**src/rtl/pregfile_wb_arbiter.sv**
```systemverilog
// -----------------------------------------------------------------------------
// pregfile_wb_arbiter
//
// Writeback-side initiator for the 64x64 2-read/2-write physical register
// file. Each execution unit hands its result over a valid/ready handshake into
// a one-deep holding entry. A round-robin arbiter picks up to two held
// entries per cycle. The picked entries go into registered write-port and
// ROB-completion outputs on the next edge.
//
// Ports:
//   clk, reset_n        clock, synchronous active-low reset
//   flush               drops all held and staged results
//   src_valid/ready     per-source handshake (NUM_SRC bits)
//   src_pdst/data/rob   per-source payload, source i at [i*W +: W]
//   wren0/waddr0/wdata0 register file write port 0 (registered)
//   wren1/waddr1/wdata1 register file write port 1 (registered)
//   cmpl_valid[1:0]     ROB completion valid per port (registered)
//   cmpl_rob0/1         completed ROB index per port (registered)
//   stall_cnt           per-source 32-bit stall counters. This port exists
//                       only when WB_PERF_CNT_EN is defined.
//
// Optional feature macro: WB_PERF_CNT_EN
// -----------------------------------------------------------------------------
module pregfile_wb_arbiter #(
    parameter int NUM_SRC = 3,
    parameter int PREG_W  = 6,
    parameter int DATA_W  = 64,
    parameter int ROB_W   = 6
) (
    input  logic                        clk,
    input  logic                        reset_n,
    input  logic                        flush,
    input  logic [NUM_SRC-1:0]          src_valid,
    output logic [NUM_SRC-1:0]          src_ready,
    input  logic [NUM_SRC*PREG_W-1:0]   src_pdst,
    input  logic [NUM_SRC*DATA_W-1:0]   src_data,
    input  logic [NUM_SRC*ROB_W-1:0]    src_rob,
    output logic                        wren0,
    output logic [PREG_W-1:0]           waddr0,
    output logic [DATA_W-1:0]           wdata0,
    output logic                        wren1,
    output logic [PREG_W-1:0]           waddr1,
    output logic [DATA_W-1:0]           wdata1,
    output logic [1:0]                  cmpl_valid,
    output logic [ROB_W-1:0]            cmpl_rob0,
    output logic [ROB_W-1:0]            cmpl_rob1
`ifdef WB_PERF_CNT_EN
    ,
    output logic [NUM_SRC*32-1:0]       stall_cnt
`endif
);

    localparam int IDX_W = $clog2(NUM_SRC);

    // Holding entries, one per source
    logic [NUM_SRC-1:0] hold_vld_q;
    logic [PREG_W-1:0]  hold_pdst_q [NUM_SRC];
    logic [DATA_W-1:0]  hold_data_q [NUM_SRC];
    logic [ROB_W-1:0]   hold_rob_q  [NUM_SRC];

    logic [IDX_W-1:0]   rr_ptr_q, rr_ptr_d;

    // Unpacked views of the flat source buses
    logic [PREG_W-1:0]  in_pdst [NUM_SRC];
    logic [DATA_W-1:0]  in_data [NUM_SRC];
    logic [ROB_W-1:0]   in_rob  [NUM_SRC];
    logic [NUM_SRC-1:0] accept;

    // Arbitration results
    logic               g0_vld, g1_vld;
    logic [IDX_W-1:0]   g0_idx, g1_idx;
    logic [NUM_SRC-1:0] grant;

    // Registered outputs
    logic               wren0_q, wren1_q;
    logic [PREG_W-1:0]  waddr0_q, waddr1_q;
    logic [DATA_W-1:0]  wdata0_q, wdata1_q;
    logic [1:0]         cmpl_valid_q;
    logic [ROB_W-1:0]   cmpl_rob0_q, cmpl_rob1_q;

    // An entry that is granted this cycle frees up at the edge. It can
    // therefore take a new result in the same cycle, which gives full
    // throughput without a second buffer slot.
    assign src_ready = {NUM_SRC{reset_n & ~flush}} & (~hold_vld_q | grant);

    for (genvar gi = 0; gi < NUM_SRC; gi++) begin : g_src
        assign in_pdst[gi] = src_pdst[gi*PREG_W +: PREG_W];
        assign in_data[gi] = src_data[gi*DATA_W +: DATA_W];
        assign in_rob[gi]  = src_rob[gi*ROB_W +: ROB_W];
        assign accept[gi]  = src_valid[gi] & src_ready[gi];
    end

    // Round-robin scan starting at rr_ptr. The first held entry goes to
    // port 0 and the second goes to port 1. The scan index is folded back
    // by one subtraction, because start + offset < 2*NUM_SRC.
    always_comb begin
        logic [IDX_W:0] pos;
        logic [IDX_W-1:0] sidx;
        g0_vld = 1'b0;
        g1_vld = 1'b0;
        g0_idx = '0;
        g1_idx = '0;
        grant  = '0;
        pos    = '0;
        sidx   = '0;
        for (int k = 0; k < NUM_SRC; k++) begin
            pos = {1'b0, rr_ptr_q} + (IDX_W+1)'(k);
            if (pos >= (IDX_W+1)'(NUM_SRC)) begin
                pos = pos - (IDX_W+1)'(NUM_SRC);
            end
            sidx = pos[IDX_W-1:0];
            if (hold_vld_q[sidx]) begin
                if (!g0_vld) begin
                    g0_vld      = 1'b1;
                    g0_idx      = sidx;
                    grant[sidx] = 1'b1;
                end else if (!g1_vld) begin
                    g1_vld      = 1'b1;
                    g1_idx      = sidx;
                    grant[sidx] = 1'b1;
                end
            end
        end
    end

    // The pointer moves to the source just past the last one granted
    always_comb begin
        logic [IDX_W-1:0] last;
        last = g1_vld ? g1_idx : g0_idx;
        if (last == IDX_W'(NUM_SRC - 1)) begin
            rr_ptr_d = '0;
        end else begin
            rr_ptr_d = last + IDX_W'(1);
        end
    end

    always_ff @(posedge clk) begin
        if (!reset_n) begin
            rr_ptr_q <= '0;
        end else if (!flush && g0_vld) begin
            rr_ptr_q <= rr_ptr_d;
        end
    end

    // A load and a grant of the same entry in one cycle must leave the
    // entry valid, so the load takes priority over the clear.
    always_ff @(posedge clk) begin
        if (!reset_n || flush) begin
            hold_vld_q <= '0;
        end else begin
            for (int i = 0; i < NUM_SRC; i++) begin
                if (accept[i]) begin
                    hold_vld_q[i] <= 1'b1;
                end else if (grant[i]) begin
                    hold_vld_q[i] <= 1'b0;
                end
            end
        end
    end

    // The payload needs no reset, because hold_vld_q qualifies it
    always_ff @(posedge clk) begin
        for (int i = 0; i < NUM_SRC; i++) begin
            if (accept[i]) begin
                hold_pdst_q[i] <= in_pdst[i];
                hold_data_q[i] <= in_data[i];
                hold_rob_q[i]  <= in_rob[i];
            end
        end
    end

    // Output stage. A result for preg 0 completes in the ROB but never
    // writes. Fields whose valid is low are zeroed.
    always_ff @(posedge clk) begin
        if (!reset_n || flush) begin
            wren0_q      <= 1'b0;
            wren1_q      <= 1'b0;
            waddr0_q     <= '0;
            waddr1_q     <= '0;
            wdata0_q     <= '0;
            wdata1_q     <= '0;
            cmpl_valid_q <= 2'b00;
            cmpl_rob0_q  <= '0;
            cmpl_rob1_q  <= '0;
        end else begin
            wren0_q      <= g0_vld && (hold_pdst_q[g0_idx] != '0);
            wren1_q      <= g1_vld && (hold_pdst_q[g1_idx] != '0);
            waddr0_q     <= g0_vld ? hold_pdst_q[g0_idx] : '0;
            waddr1_q     <= g1_vld ? hold_pdst_q[g1_idx] : '0;
            wdata0_q     <= g0_vld ? hold_data_q[g0_idx] : '0;
            wdata1_q     <= g1_vld ? hold_data_q[g1_idx] : '0;
            cmpl_valid_q <= {g1_vld, g0_vld};
            cmpl_rob0_q  <= g0_vld ? hold_rob_q[g0_idx] : '0;
            cmpl_rob1_q  <= g1_vld ? hold_rob_q[g1_idx] : '0;
        end
    end

    assign wren0      = wren0_q;
    assign wren1      = wren1_q;
    assign waddr0     = waddr0_q;
    assign waddr1     = waddr1_q;
    assign wdata0     = wdata0_q;
    assign wdata1     = wdata1_q;
    assign cmpl_valid = cmpl_valid_q;
    assign cmpl_rob0  = cmpl_rob0_q;
    assign cmpl_rob1  = cmpl_rob1_q;

`ifdef WB_PERF_CNT_EN
    // A counter counts the cycles in which its source offers a result that
    // is not taken. The counters survive a flush, so the totals cover the
    // whole run.
    logic [31:0] stall_cnt_q [NUM_SRC];

    always_ff @(posedge clk) begin
        for (int i = 0; i < NUM_SRC; i++) begin
            if (!reset_n) begin
                stall_cnt_q[i] <= '0;
            end else if (src_valid[i] && !src_ready[i]) begin
                stall_cnt_q[i] <= stall_cnt_q[i] + 32'd1;
            end
        end
    end

    for (genvar gi = 0; gi < NUM_SRC; gi++) begin : g_perf
        assign stall_cnt[gi*32 +: 32] = stall_cnt_q[gi];
    end
`endif

endmodule

```
**config.mk**
```make
export PLATFORM = sky130hd
export DESIGN_NAME = pregfile_wb_arbiter
export DESIGN_NICKNAME = d
export VERILOG_FILES = /design/src/rtl/pregfile_wb_arbiter.sv
export SDC_FILE = /design/constraint.sdc
export NUM_CORES = 1
export LEC_CHECK = 0
export ABC_AREA = 1
export CORE_UTILIZATION = 28
export CTS_CLUSTER_SIZE = 8
export DETAILED_ROUTE_END_ITERATION = 6
export MAX_ROUTING_LAYER = met4
export PLACE_DENSITY = 0.51
export SLEW_MARGIN = 20
export SYNTH_ARGS = -nofsm -noshare
export SYNTH_HDL_FRONTEND = slang
export SYNTH_SLANG_ARGS = --single-unit
```
**constraint.sdc**
```tcl
create_clock -name clk -period 8 [get_ports clk]
set_input_delay 0.8 -clock clk [delete_from_list [all_inputs] [get_ports clk]]
set_output_delay 0.8 -clock clk [all_outputs]
set_load 0.02 [all_outputs]
```
==> results of run 1 <==
[critical path, stage by stage, from the launching register on]
cell,delay [ns]
dfxtp_1,0.39
inv_1,0.08
ha_1,0.43
inv_2,0.15
nand2_1,0.07
nand3_1,0.08
nand2_2,0.09
nand2_2,0.14
nand2_1,0.09
o2111ai_1,0.13
inv_1,0.12
nor2_1,0.14
clkdlybuf4s50_1,0.63
[cell families (layout without fill, tap and decap cells)]
group | after synthesis | after routing | share of synthesized area
flip-flops | 389 | 389 | 0.694
buffers and inverters | 186 | 613 | 0.0624
other | 0 | 8 | 0
AO/OA/AOI/OAI | 230 | 230 | 0.0983
AND/OR/NAND/NOR | 490 | 490 | 0.142
adder cells (fa/ha/maj) | 4 | 4 | 0.00345
[power groups by stage]
stage	registers, uW	logic [uW]	clock network [uW]
final	2260	803	2090
after global routing	2270	866	2230
after CTS	2260	814	2150
after detailed placement	2300	811	0
after global placement	2300	801	0
after floorplan	2370	379	0
[final timing paths]
| kind | depth (start not counted) | slack [ns] | to |
|---|---|---|---|
| worst min register to register | 2 | 0.50 | wdata1[52] |
| worst max register to register | 15 | 4.13 | wdata1[54] |
| worst max-delay path | 12 | 4.10 | src_ready[2] |
| worst min-delay path | 2 | 0.50 | wdata1[52] |
[area by class of cell]
class	instances	area (sq um)
sequential	389	10100
clock inverter	2	21.3
multi-input combinational	724	3580
inverter	109	414
tap	680	851
timing repair buffer	405	4020
fill	4908	30800
antenna	8	20.0
clock buffer	97	1510
[metrics by stage]
stage / setup WS, ns / utilization / power [uW]
detailed placement: 4.08 / 0.369 / 3110
global placement: 4.18 / 0.369 / 3100
global route: 3.84 / 0.399 / 5360
finish: 4.10 / 0.399 / 5150
floorplan: 0.445 / - / 2750
CTS: 4.06 / 0.399 / 5230
[cells in the final DEF, fill, tap and decap left out, types with 2 or more instances in the layout]
cell / n
nand3_1: 103
clkbuf_16: 54
a31oi_1: 72
dfxtp_1: 161
a21oi_1: 8
diode_2: 8
edfxtp_1: 228
nor2_1: 20
nor3_2: 2
nand2_1: 344
nand2_2: 8
o21ai_0: 72
o21ai_1: 5
clkbuf_1: 43
ha_1: 4
inv_2: 25
nand4_1: 2
nand3_2: 2
clkinv_2: 3
inv_1: 80
buf_4: 13
o211ai_1: 70
clkdlybuf4s50_1: 392
nand2_4: 3
[state kept, by name, indices dropped and copies added (netlist names)]
register and count:
hold_rob_q 18, waddr0 6, hold_pdst_q 18, cmpl_rob1 6, wren1 1, rr_ptr_q 2, waddr1 6, hold_vld_q 3
hold_data_q 192, wdata0 64, cmpl_valid 2, wren0 1, cmpl_rob0 6, wdata1 64
[metal layers]
metal,track usage,vias up,share of wire
li1,-,5282,-
met1,0.212,5329,0.41
met2,0.298,462,0.49
met3,0.0345,92,0.067
met4,0.0817,0,0.031
met5,-,-,0
==> flow_metrics.py, run 1 <==
metrics = {
    "drt": {
        "dr.pass1.iters": 5,
        "drt_wl_total_microns": 47100,
        "postRouteAntennaNets": 0,
        "drc": 0,
        "viasPerCell": 4.63,
        "routedWlPerCell_microns": 19.5,
        "drt-initial-drc-count": 764,
        "num_vias": 11200,
    },
    "cts": {
        "postCtsHoldBufs": 0,
        "cts_buffers": 54,
        "clkSlewWorstSetupHoldPaths_ns": 0.05,
        "clk_latency_ns": 0.58,
        "ctsHtreeMaxLevel": 2,
        "cts_resized": 0,
        "cts_setup_buffers": 0,
        "cts_root_buffer": "clkbuf_16",
        "cts.sinks": 389,
        "cts_tree": "built",
        "cts_buffer_depth": 3,
    },
    "run": {
        "cap_violations": 0,
    },
    "sta": {
        "finalCritPeriodShare": 0.487,
        "tns_ns": 0,
        "slew_headroom": 0.232,
        "maxSlewViolCount": 0,
        "hold_ws_ns": 0.501,
        "skew_ns": 0.0132,
        "setup_violations": 0,
        "finalCriticalPeriod_ns": 3.90,
        "finalHoldViolations": 0,
        "timing.fmax_mhz": 257,
        "grt_setup_unrepaired": "no",
        "worst_pin_slew_ns": 1.15,
    },
    "die": {
        "core-area_sq_um": 51300,
        "start_util": 0.283,
        "dieArea_sq_um": 52800,
        "fp.dieH_microns": 230,
        "die_w_microns": 230,
        "fp-row-count": 83,
        "ios": 393,
    },
    "grt": {
        "grt_max_degree": 150,
        "grt_pass1_wl_microns": 68900,
        "grt.total_usage": 0.180,
        "grt_pass1_vias": 11500,
        "gr-total-overflow": 0,
        "antenna_found_initial": 8,
    },
    "synth": {
        "yosysMostFrequentCell": "nand2_1",
        "synth_area_leader_cell": "edfxtp_1",
        "synth_ff_type": "edfxtp_1",
        "synthTopCellsByArea": "edfxtp_1 (47%), dfxtp_1 (22%), nand2_1 (8.9%), o211ai_1 (3.6%), nand3_1 (3.6%)",
        "mappedNetlistArea_sq_um": 14500,
        "synth_nets": 1537,
        "synthTopCellsByCount": "nand2_1 (344), edfxtp_1 (228), dfxtp_1 (161)",
        "syn-instance-count": 1299,
        "async_reset_ff_frac": 0,
        "synth-warning-count": 0,
        "ys_seq_elements": 389,
        "ys_seq_area_frac": 0.694,
        "yosysUniqueCellTypes": 32,
        "syn_avg_cell_area_sq_um": 11.2,
        "synth_edf_count": 228,
        "yosys.area.top_type_share": 0.472,
    },
    "cells_and_area": {
        "finalNonFillerCells": 2414,
        "drive_gt1_frac": 0.0695,
        "stdcell_area_sq_um": 20500,
        "area_growth_pct": 41.1,
        "fin_nets": 1921,
    },
    "placement": {
        "routabilityCongestion": 0.827,
        "placed_area_sq_um": 18900,
        "numPortBuffers": 392,
        "place_inst": 2307,
        "dp.final_hpwl_microns": 29800,
    },
    "power": {
        "vdd_drop_max_uv": 136,
        "p_int_uw": 3780,
        "p_switching_uw": 1370,
        "power_frac_seq": 0.439,
        "sw_frac_of_total": 0.265,
        "pwr-share-comb": 0.156,
        "leakagePower_uw": 0.00792,
        "p_clk_frac": 0.405,
        "power_density_nw_per_um2": 251,
    },
    "hold_path": {
        "hold_start": "hold_data_q[2][52]",
        "hp-class": "flop to flop",
    },
    "setup_path": {
        "cp-end-kind": "output pin",
        "arrival_ns": 3.10,
        "required_ns": 7.20,
        "crit_fanout": 8,
        "startpoint": "rr_ptr_q[0]",
        "path_class": "flop to output pin",
        "rr_startpoint": "rr_ptr_q[0]",
        "start_kind": "flop",
    },
    "run_status": {
        "status": "complete, no violations",
    },
}
Power figures use the tool's default switching activity.
==> run 2: changes to the inputs <==
Clock period 8 ns to 3.2 ns, I/O delays scaled along.
==> flow_metrics.py, run 2 (synthesis gave the netlist of run 1 again) <==
metrics = {
    "setup_path": {
        "cp-end-kind": "output pin",
        "reg2reg_slack_ns": 0.56,
        "arrival_ns": 2.69,
        "r2r_cells": 14,
        "path_cells": "inv_2 -> ha_4 -> inv_4 -> nand2_1 -> nand3_1 -> nand2_2 -> nand2_4 -> a31oi_4 -> nor2_1 -> clkdlybuf4s50_1",
        "required_ns": 2.88,
        "slowest_stage": "clkdlybuf4s50_1",
        "crit_fanout": 8,
        "rr_startpoint": "rr_ptr_q[0]",
        "path_class": "flop to output pin",
        "start_kind": "flop",
        "cpPeakStageDelay_ns": 0.55,
        "r2r_end": "wdata1[53]",
    },
    "power": {
        "leakagePower_uw": 0.00808,
        "power_uw": 13000,
        "power_density_nw_per_um2": 624,
        "vdd_drop_max_uv": 363,
    },
    "cells_and_area": {
        "fin_nets": 1940,
        "final.fill_count": 4903,
        "drive_gt1_frac": 0.0830,
        "largest_register_ffs": 192,
        "final_common_cell": "clkdlybuf4s50_1",
        "mostFrequentLayoutCells": "clkdlybuf4s50_1 (390), nand2_1 (344), edfxtp_1 (228)",
        "final_util": 0.407,
        "largest_register": "hold_data_q",
        "area_growth_pct": 43.7,
    },
    "die": {
        "fp.dieH_microns": 230,
        "ios": 393,
        "start_util": 0.283,
        "die_w_microns": 230,
        "dieArea_sq_um": 52800,
        "fp-row-count": 83,
        "core-area_sq_um": 51300,
    },
    "sta": {
        "finalCritPeriodShare": 0.939,
        "timing.fmax_mhz": 333,
        "skew_ns": 0.0197,
        "setup_violations": 0,
        "maxSlewViolCount": 0,
        "worst_pin_slew_ns": 0.606,
        "finalHoldViolations": 0,
        "grt_setup_unrepaired": "no",
        "slew_headroom": 0.596,
        "finalCriticalPeriod_ns": 3.01,
    },
    "cts": {
        "cts_buffers": 54,
        "cts_buffer_depth": 3,
        "cts.sinks": 389,
        "postCtsHoldBufs": 0,
        "clkSlewWorstSetupHoldPaths_ns": 0.05,
        "cts_root_buffer": "clkbuf_16",
        "cts_setup_buffers": 0,
        "ctsHtreeMaxLevel": 2,
        "cts_tree": "built",
        "clk_latency_ns": 0.58,
    },
    "grt": {
        "grt_most_used_layer": "met2",
        "grt_use_met1": 0.209,
        "grt_pass1_wl_microns": 69600,
        "use_met3": 0.0396,
        "grt.total_usage": 0.181,
        "grt_max_degree": 78,
        "use_met2": 0.306,
        "grt_pass1_vias": 11400,
        "gr-total-overflow": 0,
        "antenna_found_initial": 5,
    },
    "drt": {
        "postRouteAntennaNets": 0,
        "num_vias": 11200,
        "drt-initial-drc-count": 570,
        "drc": 0,
        "viasPerCell": 4.60,
        "drt_wl_total_microns": 47200,
        "routedWlPerCell_microns": 19.4,
        "dr.pass1.iters": 5,
    },
    "hold_path": {
        "whs_endpoint": "hold_data_q[1][26]",
        "hold_depth": 1,
        "hold_start": "src_data[90]",
        "hp-class": "input pin to flop",
    },
    "run_status": {
        "status": "complete, no violations",
    },
    "placement": {
        "routabilityCongestion": 0.812,
        "dp.final_hpwl_microns": 30500,
        "numPortBuffers": 392,
    },
    "run": {
        "cap_violations": 0,
    },
}
==> run 2: stage by stage <==
| step | instance area, sq um | TNS, ns | cells | setup slack [ns] | hold slack (ns) |
|---|---|---|---|---|---|
| after floorplan | 14600 | -92.11 | 1299 | -0.441 | 0.419 |
| after global placement | 19300 | 0 | 2326 | 0.579 | 0.488 |
| after detailed placement | 19300 | 0 | 2326 | 0.486 | 0.493 |
| after CTS | 20800 | 0 | 2426 | 0.118 | 0.247 |
| after global routing | 20900 | 0 | 2431 | 0.0592 | 0.263 |
| final | 20900 | 0 | 2431 | 0.195 | 0.293 |
==> run 2: worst max-delay path by stage <==
stage / from / slack, ns / cells after the start / end
global route: rr_ptr_q[1] / 0.06 / 10 / src_ready[1]
detailed placement: rr_ptr_q[1] / 0.49 / 16 / wren1
finish: rr_ptr_q[0] / 0.19 / 10 / src_ready[1]
floorplan: rr_ptr_q[0] / -0.44 / 10 / hold_data_q[1][0]
global placement: rr_ptr_q[1] / 0.58 / 16 / wren1
CTS: rr_ptr_q[1] / 0.12 / 10 / src_ready[1]
==> run 2: area by class of cell <==
class | count | area, sq um | area share
flip-flops and latches | 389 | 10100 | 0.483
repair buffers | 424 | 4340 | 0.208
multi-input cells | 724 | 3630 | 0.174
clock buffers | 98 | 1520 | 0.0727
well taps | 680 | 851 | 0.0408
inverters | 109 | 417 | 0.0200
clock inverters | 2 | 20.0 | 0.000960
diodes | 5 | 12.5 | 0.000600
==> run 2: worst max-delay path: cells and delay by family (launching register included) <==
| kind | cells | cell delay [ns] |
|---|---|---|
| AOI/OAI and AO/OA | 1 | 0.28 |
| adders and majority gates | 1 | 0.33 |
| buffers and inverters | 3 | 0.67 |
| DFF | 1 | 0.36 |
| and+or+nand+nor | 5 | 0.46 |
==> run 2: what timing repair did <==
| action | CTS | global route |
|---|---|---|
| setup endpoints to repair | 2 | 1 |
| gates cloned | 0 | 0 |
| resized for setup | 2 | 1 |
==> run 2: metal layers <==
| layer | wire length, microns | vias up |
|---|---|---|
| met5 | 0 | - |
| met4 | 1420 | 0 |
| met3 | 3100 | 105 |
| met2 | 23700 | 448 |
| met1 | 19000 | 5307 |
| li1 | - | 5318 |
==> run 2: power by group <==
group / internal [uW] / switching [uW] / leakage, uW / total [uW]
Sequential: 5560 / 105 / 0.00339 / 5660
Combinational: 864 / 1270 / 0.00396 / 2140
Clock: 3150 / 2070 / 0.000726 / 5220
Total: 9570 / 3450 / 0.00808 / 13000
